$ cat src/rtl/hazard_sched.sv
// rtl/hazard_sched.sv - decode-stage interlock scheduler
// Tracks in-flight writes (EX/MEM/WB), raises stall/bubble/freeze controls and flush handling.
module hazard_sched #(
  parameter bit FWD_EN = 1'b1,
  parameter int CNT_W  = 16
) (
  input  logic             clk,
  input  logic             rst,
  input  logic             id_valid,
  input  logic [2:0]       id_rs,
  input  logic             id_rs_used,
  input  logic [2:0]       id_rt,
  input  logic             id_rt_used,
  input  logic [2:0]       id_rd,
  input  logic             id_regwrt,
  input  logic             id_memread,
  input  logic             flush,
  input  logic             dm_done,
  input  logic             dm_active,
  output logic             stall_id,
  output logic             nop_mech,
  output logic             freeze,
  output logic [1:0]       state,
  output logic [CNT_W-1:0] stall_cnt
);

  typedef enum logic [1:0] {
    RUN   = 2'b00,
    HAZ   = 2'b01,
    MWAIT = 2'b10
  } state_t;

  typedef struct packed {
    logic       v;
    logic [2:0] rd;
    logic       ld;
  } sb_t;

  localparam int EX  = 0;
  localparam int MEM = 1;
  localparam int WB  = 2;

  state_t cur, nxt;
  sb_t    sb [3];
  logic   flush_pend;
  logic   flush_eff;
  logic   hazard;

  function automatic logic match(input sb_t e);
    return e.v & ((id_rs_used & (id_rs == e.rd)) | (id_rt_used & (id_rt == e.rd)));
  endfunction

  // WB is never consulted: the register file bypass covers it.
  always_comb begin
    hazard = 1'b0;
    if (FWD_EN) hazard = match(sb[EX]) & sb[EX].ld;
    else        hazard = match(sb[EX]) | match(sb[MEM]);
  end

  assign freeze    = dm_active & ~dm_done;
  assign flush_eff = flush | flush_pend;
  assign stall_id  = ~freeze & id_valid & hazard & ~flush_eff;
  assign nop_mech  = stall_id | (~freeze & flush_eff);
  assign state     = cur;

  always_comb begin
    nxt = RUN;
    if (freeze)        nxt = MWAIT;
    else if (stall_id) nxt = HAZ;
  end

  always_ff @(posedge clk or posedge rst) begin
    if (rst) cur <= RUN;
    else     cur <= nxt;
  end

  always_ff @(posedge clk or posedge rst) begin
    if (rst) begin
      for (int i = 0; i < 3; i++) sb[i] <= '0;
      flush_pend <= 1'b0;
    end else if (!freeze) begin
      sb[WB]     <= sb[MEM];
      sb[MEM]    <= sb[EX];
      sb[EX]     <= (id_valid & ~stall_id & ~flush_eff)
                    ? sb_t'{v: id_regwrt, rd: id_rd, ld: id_memread} : sb_t'('0);
      flush_pend <= 1'b0;
    end else if (flush) begin
      // Remember the kill so it takes effect on the first unfrozen cycle.
      flush_pend <= 1'b1;
    end
  end

  always_ff @(posedge clk or posedge rst) begin
    if (rst)
      stall_cnt <= '0;
    else if ((stall_id | freeze) && (stall_cnt != {CNT_W{1'b1}}))
      stall_cnt <= stall_cnt + CNT_W'(1);
  end

endmodule

$ cat config.mk
export PLATFORM = sky130hd
export DESIGN_NAME = hazard_sched
export DESIGN_NICKNAME = d
export VERILOG_FILES = /design/src/rtl/hazard_sched.sv
export SDC_FILE = /design/constraint.sdc
export NUM_CORES = 1
export LEC_CHECK = 0
export CAP_MARGIN = 20
export CORE_MARGIN = 1.5
export CORE_UTILIZATION = 25
export CTS_BUF_LIST = sky130_fd_sc_hd__clkbuf_2
export CTS_CLUSTER_SIZE = 28
export DETAILED_ROUTE_END_ITERATION = 12
export PLACE_DENSITY = 0.48
export SYNTH_ARGS = -nofsm -noshare
export SYNTH_HDL_FRONTEND = slang
export SYNTH_SLANG_ARGS = --single-unit
$ cat constraint.sdc
create_clock -name clk -period 3.55 [get_ports clk]
set_clock_uncertainty 0.1 [all_clocks]
set_input_delay 0.71 -clock clk [delete_from_list [all_inputs] [get_ports clk]]
set_output_delay 0.71 -clock clk [all_outputs]
set_load 0.01 [all_outputs]
Yosys cells after proc, flatten, opt, wreduce, memory -nomap -nowiden --
Index checks and enable logic that the tools add are counted.
Word-level totals: input bits 19, register bits 24, logic and storage cells 36
Cells by class: reduce and logical (&&, ||, !) cells 1, bitwise gates (word level) 19, muxes and demuxes 5, eq/ne operators 4, add/subtract/negate cells 1
Operators with widths (number):
- $add 16x1->16 const B | 1
- $ne 16x16->1 const B | 1
- $and 1x1->1 | 11
- $eq 3x3->1 | 2
- $mux 5 | 1
- $not 1->1 | 4
- $or 1x1->1 | 4
- $mux 1 | 3
- $mux 2 | 1
- $ne 2x2->1 const B | 1
- $logic_and 1x1->1 | 1

Depth between registers and ports, before layout --
word-level depth 11, depth in mapped cells 7

Worst setup path before layout --
No wires, ideal clock.
path kind input-to-output, from in id_rs[2], to out nop_mech, stages on the path 4, buffers on the path 0, setup slack 1.292 ns, data required time 2.740 ns, data arrival time 1.448 ns, cell sequence xnor2_1 nand4_1 a21o_1 a21oi_1
On the way: longest elaborated chain between the ends 8
RTL lines:
- start: declaration | RTL line 10 | input logic [2:0] id_rs,
- $eq 3x3->1
- $and 1x1->1
- $or 1x1->1
- $and 1x1->1
- $and 1x1->1 | RTL line 56 | if (FWD_EN) hazard = match(sb[EX]) & sb[EX].ld;
- $and 1x1->1 (2 in a row) | RTL line 62 | assign stall_id = ~freeze & id_valid & hazard & ~flush_eff;
- $or 1x1->1 | RTL line 63 | assign nop_mech = stall_id | (~freeze & flush_eff);
- end: declaration | RTL line 21 | output logic nop_mech,
No other way between the ends.

Worst setup path in the final report --
from in id_valid, to out nop_mech
On the way: longest elaborated chain between the ends 4
RTL lines:
- start: declaration | RTL line 9 | input logic id_valid,
- $and 1x1->1 (3 in a row) | RTL line 62
- $or 1x1->1 | RTL line 63
No other way between the ends.

==> results.toml <==
[run_status]
status = "finished, final reports clean"

[cells_and_area]
instances_no_fill = 195
post-route-util = 0.375
antennaDiodeCount = 0
final_area_um2 = 1640
fillers = 434
syn_to_final_growth_pct = 43.8
drive_gt1_frac = 0.0769
nNetsFinal = 164

[detailed_routing]
wl_per_cell_um = 13.5
drc = 0
dr_total_vias = 904
first_pass_iters = 4
avgViaCountPerCell = 4.64
drt_iter0_markers = 47
wirelength_um = 2620
ant_nets = 0

[placed_design]
routabilityCongestion = 0.758
pre_cts_ws_ns = 0.274
placed_cells = 191
port_buffers = 39
place_area_um2 = 1600
dp_hpwl_um = 1980

[clock_tree]
cts_root_buf = "clkbuf_2"
clk_latency_ns = 0.35
htreeDepth = 1
cts.sinks = 24
cts_tree = "built"
clk_path_buf_depth = 2
path_clk_slew_ns = 0.21
cts_buffers = 3
cts_hold_buf = 0
post_cts_buffers = 0
cts-resized-gates = 0

[pwr]
p_seq_frac = 0.484
p_int_mw = 0.520
leakage_nw = 0.692
sw_frac_of_total = 0.283
switching_power_mw = 0.205
vdd.ir_drop.worst_mv = 0.392
p_total_mw = 0.725
p_per_area_nw_per_um2 = 442
pwr-share-comb = 0.265
clock_power_share = 0.251

[synthesis]
synth_ff_type = "dfrtp_1"
synth_top_area_cell = "dfrtp_1"
netlist_instances = 100
syn_area_um2 = 1140
syn_nets = 120
synth_top_area_share = 0.526
ys_seq_area_frac = 0.526
ys_top_cells_by_area = "dfrtp_1 (53%), xnor2_1 (15%), a22o_1 (3.8%)"
async_flop_share = 1.00
syn_area_per_cell_um2 = 11.4
synth.distinct_cells = 24
ys_warn_count = 0
synth-edff-count = 0
synth_seq_cells = 24

[sta]
clock.fmax_mhz = 305
max-slew-margin-rel = 0.398
hold_viol = 0
setup_violations = 0
drv_slew = 0
max_slew.worst_pin.slew_ns = 0.902
hold_ws_ns = 0.410
post-route-period-util = 0.924
tns_ns = 0
fin_crit_ns = 3.28
grt_setup_unrepaired = "false"
setup_ws_ns = 0.271

[min_path]
holdCritPathClass = "register to register"
holdCritStartpoint = "stall_cnt[5]$_DFFE_PP0P_"
min_path_cells = 1
holdPathEnd = "stall_cnt[5]$_DFFE_PP0P_"

[worst_setup_path]
critPathKind = "primary input to output pin"
rr_worst_depth = 7
crit_fanout = 5
worstReg2RegEnd = "stall_cnt[5]$_DFFE_PP0P_"
endpoint_kind = "output pin"
crit_required_ns = 2.74
startpoint_type = "primary input"
critical_path_arrival_ns = 2.47
rr_startpoint = "stall_cnt[0]$_DFFE_PP0P_"
ff2ff_setup_slack_ns = 1.38

[global_route]
antenna_found_initial = 0
grt_max_degree = 25
grt_overflow = 0
grt_pass1_vias = 928
grt_pass1_wl_um = 4360
grt_usage = 0.109

[floorplan]
start_util = 0.261
dieWidth_um = 70.6
die_area_um2 = 4980
die_h_um = 70.6
core_um2 = 4380
io_pins = 40
core.rowCount = 24

[job]
cap_violations = 0
[critical path, cell delays in order]
cell	delay, ns
clkdlybuf4s50_1	0.47
nor3b_2	0.21
nand3_1	0.11
a21o_1	0.24
a21oi_1	0.18
clkdlybuf4s50_1	0.55
[metal layers]
layer  GRT usage  share of wire
met1       0.139           0.46
met2       0.186           0.49
met3      0.0271          0.030
met4      0.0314          0.011
met5           0              0
[power groups by stage]
stage,clock network (mW),logic (mW),registers (mW)
after global routing,0.205,0.206,0.358
after floorplan,0,0.0738,0.364
after global placement,0,0.193,0.354
after detailed placement,0,0.195,0.357
after CTS,0.188,0.196,0.352
final,0.182,0.192,0.351
[state kept, by name, summed over array words and instances (netlist names)]
| register | flops |
|---|---|
| stall_cnt | 16 |
| sb | 5 |
| flush_pend | 1 |
| state | 2 |
[Yosys cell counts (2+ instances only)]
cell type and n:
a31oi_1 3, nor2_1 4, nand4_1 6, nand2_1 7, inv_1 2, a22o_1 5, dfrtp_1 24, nand3_1 8
and3_1 5, and4_1 3, xnor2_1 19, a21oi_1 2
[worst max path at each step]
stage	startpoint	end
2_1_floorplan	id_rs[2]	nop_mech
3_3_place_gp	id_valid	nop_mech
3_5_place_dp	id_valid	nop_mech
4_1_cts	id_valid	nop_mech
5_1_grt	id_valid	nop_mech
6_report	id_valid	nop_mech
[kinds of logic after synthesis]
logic type	Yosys count	synth area share
adders and majority gates	1	0.0110
AOI/OAI and AO/OA	13	0.0964
buffers and inverters	3	0.00986
muxes	1	0.00986
xor gates and xnor gates	20	0.153
DFF	24	0.526
and+or+nand+nor	38	0.194
[area by class of cell]
class | count | area, um2 | area share
well taps | 52 | 65.1 | 0.0396
repair buffers | 39 | 390 | 0.238
clock buffers | 3 | 15.0 | 0.00914
clock inverters | 1 | 30.0 | 0.0183
inverters | 3 | 11.3 | 0.00685
multi-input cells | 73 | 531 | 0.323
flip-flops and latches | 24 | 601 | 0.366
[cell usage in the layout (no fill, tap or decap)]
master	netlist	final
nand2_1	7	7
a22o_2	1	1
ha_1	1	1
and2_1	1	1
nand4_1	6	6
bufinv_16	0	1
inv_2	1	1
and2_4	1	1
and4_1	3	3
nand2b_1	1	1
a21oi_1	2	2
a21o_1	1	1
xnor2_1	19	19
nor2_1	4	4
mux2_2	1	1
and3_4	1	1
nor3b_2	1	1
and3_1	5	5
a22o_1	5	5
a31oi_1	3	3
nand3_1	8	8
dfrtp_1	24	24
xor2_1	1	1
clkbuf_2	0	3
a211oi_4	1	1
clkdlybuf4s50_1	0	39
inv_1	2	2
Power figures use the tool's default switching activity.
==> variant 1 (config.mk and constraints unchanged) <==
Make the reset (`rst`) synchronous in 3 clocked blocks.
--- a/src/rtl/hazard_sched.sv
+++ b/src/rtl/hazard_sched.sv
@@ -69,12 +69,12 @@
     else if (stall_id) nxt = HAZ;
   end
 
-  always_ff @(posedge clk or posedge rst) begin
+  always_ff @(posedge clk) begin
     if (rst) cur <= RUN;
     else     cur <= nxt;
   end
 
-  always_ff @(posedge clk or posedge rst) begin
+  always_ff @(posedge clk) begin
     if (rst) begin
       for (int i = 0; i < 3; i++) sb[i] <= '0;
       flush_pend <= 1'b0;
@@ -90,7 +90,7 @@
     end
   end
 
-  always_ff @(posedge clk or posedge rst) begin
+  always_ff @(posedge clk) begin
     if (rst)
       stall_cnt <= '0;
     else if ((stall_id | freeze) && (stall_cnt != {CNT_W{1'b1}}))
Check against the original RTL: differs if rst is asserted again (counterexample within 4 cycles, from zero or initial values and one cycle with rst high); with rst held inactive, the same outputs for 10 cycles.
==> variant 1 against the unedited design <==
- sequential cell count stayed put
- via count is 28% higher
- sequential share of layout area is 6.0 points lower
- cell area is 5.8% higher
- utilization is 1.4 points lower
- area after synthesis is 12% higher
- setup slack worse by 0.078 ns
- synthesized cell count is 39% higher
- first-iteration DRC count is 36% higher
- routed wire length is 20% higher
- fmax is 2.3% lower
- critical path type unchanged
- largest cell class is now multi-input combinational cells
Power is not compared: it rests on default switching activity, and its combinational part moved more than twofold at a synthesized area within 25%.
==> variant 1: results (changes against the unedited design) <==
[outcome]
outcome = complete, no violations  ; unchanged

[grt]
grt_pass1_wl_um = 5180  ; was 4360 um
track_usage_pct = 12.1  ; was 10.9%
grt_max_degree = 16  ; was 25

[critical_path]
r2r_slack_ns = 1.32  ; was 1.38 ns
crit-reg2reg-launch = sb[0][1]  ; was stall_cnt[0]
critPathMaxFanout = 3  ; was 5
r2r_cells = 5  ; was 7

[place]
placedInstanceArea_um2 = 1720  ; was 1600 um2
gp_congestion = 0.716  ; was 0.758
place_ws_ns = 0.205  ; was 0.274 ns
place_hpwl_um = 2430  ; was 1980 um

[drt]
drt_pass1_iterations = 4  ; unchanged
avgRoutedWirePerCell_um = 12.9  ; was 13.5 um
met2_length_um = 1440  ; was 1300 um
routed_via_density = 4.75  ; was 4.64
route.vias.total = 1154  ; was 904
wl_met3_um = 191  ; was 80 um
met1Wirelength_um = 1500  ; was 1220 um

[yosys]
synthTopCellsByArea = dfxtp_1 (30%), edfxtp_1 (12%), a21oi_1 (4.7%), o31ai_1 (4.7%), or4_1 (4.1%)  ; was dfrtp_1 (53%), xnor2_1 (15%), a22o_1 (3.8%), nand3_1 (3.5%), nand4_1 (3.3%)
postSynthCellCount = 139  ; was 100
ys.flop_type = dfxtp_1  ; was dfrtp_1
synth.yosys.seq_area_share_pct = 41.7  ; was 52.6%
yosysUniqueCellTypes = 38  ; was 24
synth_edf_count = 5  ; was 0
synth_mux_area_share_pct = 2.65  ; was 0.986%
synth-compound-area-share_pct = 16.5  ; was 9.64%
synthAdderAreaFrac_pct = 0.982  ; was 1.10%
synth_xor_area_share_pct = 4.13  ; was 15.3%
synth_nets = 159  ; was 120
yosys_warnings = 0  ; unchanged
synth_commonest_cells = dfxtp_1 (19), a21oi_1 (12), nand2_1 (9)  ; was dfrtp_1 (24), xnor2_1 (19), nand3_1 (8)

[clock_tree]
clk_latency_ns = 0.34

[min_path]
min_from = stall_cnt[8]  ; was stall_cnt[5]
hold_depth = 2  ; was 1

[finish]
drive_gt1_share_pct = 10.8  ; was 7.69%
nets = 197  ; was 164
n_fill_cell = 523  ; was 434

[timing]
max_slew_margin_pct = 59.5  ; was 39.8%

[variant 1: worst max-delay path, cell delays in order]
cell and delay, ns:
clkdlybuf4s50_1 0.47, xnor2_1 0.13, nand4_1 0.15, a211o_2 0.38, a21oi_1 0.16, clkdlybuf4s50_1 0.55
[variant 1: final cells by class]
cell class                 instances  area, um2  area share, %
clock buffer                       4       20.0           1.15
inverter                           5       18.8           1.08
multi-input combinational        103        687           39.5
sequential                        24        531           30.5
tap                               67       83.8           4.82
timing repair buffer              40        398           22.9
[variant 1: metal layers]
layer,GRT usage [%],vias up
met5,0,-
li1,-,596
met2,20.5,35
met1,15.6,521
met3,3.66,2
met4,1.82,0
[variant 1: report_power, final]
group          leakage [nW]  total, mW  internal, mW  switching [mW]
Clock                0.0166      0.115        0.0297          0.0850
Sequential            0.211      0.287         0.283         0.00340
Combinational         0.326     0.0588        0.0329          0.0258
Total                 0.554      0.460         0.346           0.114
[variant 1: kinds of logic after synthesis]
kind of cell / Yosys count
buffers and inverters: 12
AND/OR/NAND/NOR: 62
multiplexers: 3
AO/OA/AOI/OAI: 31
adder cells (fa/ha/maj): 1
XOR/XNOR: 6
flip-flops: 24
[variant 1: how the worst max path moves through the flow]
stage	from	endpoint
2_1_floorplan	id_rs[1]	nop_mech
3_3_place_gp	id_rs[1]	nop_mech
3_5_place_dp	id_rs[1]	nop_mech
4_1_cts	id_rs[1]	nop_mech
5_1_grt	id_rs[1]	nop_mech
6_report	id_rs[0]	nop_mech
==> variant 2 (same settings) <==
Made on the original files. Change the parameter `CNT_W` from 16 to 20.
--- a/src/rtl/hazard_sched.sv
+++ b/src/rtl/hazard_sched.sv
@@ -2,7 +2,7 @@
 // Tracks in-flight writes (EX/MEM/WB), raises stall/bubble/freeze controls and flush handling.
 module hazard_sched #(
   parameter bit FWD_EN = 1'b1,
-  parameter int CNT_W  = 16
+  parameter int CNT_W  = 20
 ) (
   input  logic             clk,
   input  logic             rst,
Ports: changed (resized stall_cnt); port bits go from 40 to 44. No check against the original RTL was run, so the function may have changed too.
==> variant 2 against the unedited design <==
- sequential share of layout area up 0.63 points
- die area up 18%
- final cell count grew 24%
- sequential power up 14%
- largest cell class unchanged
- setup slack got worse by 0.11 ns
- count of clock-buffer cells in the layout unchanged
- utilization fell by 1.0 points
- cell area increased by 15%
- sequential cell count up 4
- area after synthesis grew 19%
- synthesized cell count grew 27%
- first-iteration DRC count increased by 55%
- total power decreased by 4.1%
- critical endpoint is now stall_id
- routed wire length is 13% higher
==> variant 2: results (changes against the unedited design) <==
[yosys]
yosysUniqueCellTypes = 27  ; was 24
synth_commonest_cells = dfrtp_1 (28), xor2_1 (15), nand2_1 (11)  ; was dfrtp_1 (24), xnor2_1 (19), nand3_1 (8)
postSynth.asyncResetShare_pct = 100  ; unchanged
synth_nets = 147  ; was 120
ys.flop_type = dfrtp_1  ; unchanged
yosys_warnings = 0  ; unchanged
synth.yosys.seq_area_share_pct = 51.6  ; was 52.6%
synthTopCellsByArea = dfrtp_1 (52%), xor2_1 (9.7%), xnor2_1 (6.4%), a22o_1 (3.2%), nand2_1 (3.0%)  ; was dfrtp_1 (53%), xnor2_1 (15%), a22o_1 (3.8%), nand3_1 (3.5%), nand4_1 (3.3%)

[drt]
avgRoutedWirePerCell_um = 12.2  ; was 13.5 um
routed_via_density = 4.56  ; was 4.64
drt_pass1_iterations = 4  ; unchanged
drtIter0Drc = 73  ; was 47

[grt]
track_usage_pct = 10.4  ; was 10.9%
grt_pass1_wl_um = 4930  ; was 4360 um
grt_use_met2_pct = 17.0  ; was 18.6%
grt_pass1_vias = 1090  ; was 928
grt_util_met1_pct = 13.8  ; was 13.9%
grt_max_degree = 29  ; was 25
grt_use_met3_pct = 2.38  ; was 2.71%

[min_path]
hp-class = reg -> reg  ; unchanged

[outcome]
outcome = complete, no violations  ; unchanged

[clock_tree]
ctsResizeCount = 0  ; unchanged
cts_root_buf = clkbuf_2  ; unchanged
htree_levels = 1  ; unchanged
post-cts-setup-buffer-count = 0  ; unchanged
cts_buffers = 3  ; unchanged
path_clk_slew_ns = 0.25  ; was 0.21 ns

[power_and_ir_drop]
net-switching-power_mw = 0.212  ; was 0.205 mW
power.leakage_nw = 0.818  ; was 0.692 nW
ir_drop_mv = 0.109  ; was 0.392 mV

[place]
place_ws_ns = 0.172  ; was 0.274 ns
place_hpwl_um = 2250  ; was 1980 um
gp_congestion = 0.707  ; was 0.758
placedInstanceArea_um2 = 1870  ; was 1600 um2
numPortBuffers = 43  ; was 39

[finish]
n_antenna_cell = 0  ; unchanged
largest_reg_flops = 20  ; was 16
drive_gt1_share_pct = 6.98  ; was 7.69%
nets = 194  ; was 164
regMostFlops = stall_cnt  ; unchanged

[critical_path]
crit_arrival_ns = 2.57  ; was 2.47 ns
max_stage_delay_ns = 0.57  ; was 0.55 ns
critPathSlowestCell = clkdlybuf4s50_1  ; unchanged
critPathMaxFanout = 4  ; was 5

[timing]
max_slew_margin_pct = 38.3  ; was 39.8%

variant 2: changes by cell type after synthesis, sizes merged, moves of 3 or more:
cell	unedited run	this run
xor2	1	15
nor3	0	9
xnor2	19	10
nor4	0	6
nor2	4	9
dfrtp	24	28
nand2	7	11
a31oi	3	0
and3	6	3
and4	3	0
variant 2: through the flow:
step | instances | hold WS (ns) | util (%)
after floorplan | 127 | 0.387 | -
after global placement | 239 | 0.380 | 36.1
after detailed placement | 239 | 0.387 | 36.1
after CTS | 242 | 0.416 | 36.4
after global routing | 242 | 0.442 | 36.4
final | 242 | 0.406 | 36.4
variant 2: final cells by class:
cell class,count,area [um2]
fill,510,3290
sequential,28,701
multi-input combinational,91,617
timing repair buffer,45,445
tap,70,87.6
inverter,5,18.8
clock buffer,3,15.0
variant 2: cells by family (layout without fill, tap and decap cells):
| kind of cell | count (synthesis) | in the layout | synth area share, % |
|---|---|---|---|
| and+or+nand+nor | 55 | 55 | 22.3 |
| DFF | 28 | 28 | 51.6 |
| xor gates and xnor gates | 25 | 25 | 16.1 |
| AOI/OAI and AO/OA | 9 | 9 | 5.25 |
| buffers and inverters | 8 | 53 | 3.04 |
| adders and majority gates | 1 | 1 | 0.921 |
| muxes | 1 | 1 | 0.829 |
variant 2: per-layer routing:
metal / up-vias / wire length [um]
met2: 35 / 1440
met5: - / 0
met4: 0 / 0
li1: 534 / -
met3: 0 / 147
met1: 535 / 1370
variant 2: final timing paths:
path                                from            end  slack (ns)  depth (start not counted)
min in group asynchronous            rst   stall_cnt[1]        0.57                          3
setup reg to reg            stall_cnt[0]   stall_cnt[1]        1.28                          6
hold / removal             stall_cnt[11]  stall_cnt[11]        0.41                          1
max in group asynchronous            rst  stall_cnt[15]        2.53                          3
setup / recovery                id_rs[0]       stall_id        0.17                          7
hold reg to reg            stall_cnt[11]  stall_cnt[11]        0.41                          1
variant 2: critical path, delay by kind of cell:
| kind | cells | cell delay (ns) |
|---|---|---|
| and+or+nand+nor | 4 | 0.70 |
| buffers and inverters | 2 | 1.04 |
| xor gates and xnor gates | 1 | 0.13 |
variant 2: power by group through the flow:
| stage | Clock [mW] | Combinational, mW | Sequential [mW] |
|---|---|---|---|
| 2_1_floorplan | 0 | 0.0704 | 0.413 |
| 3_3_place_gp | 0 | 0.183 | 0.405 |
| 3_5_place_dp | 0 | 0.185 | 0.406 |
| 4_1_cts | 0.118 | 0.185 | 0.401 |
| 5_1_grt | 0.130 | 0.200 | 0.409 |
| 6_report | 0.113 | 0.182 | 0.400 |
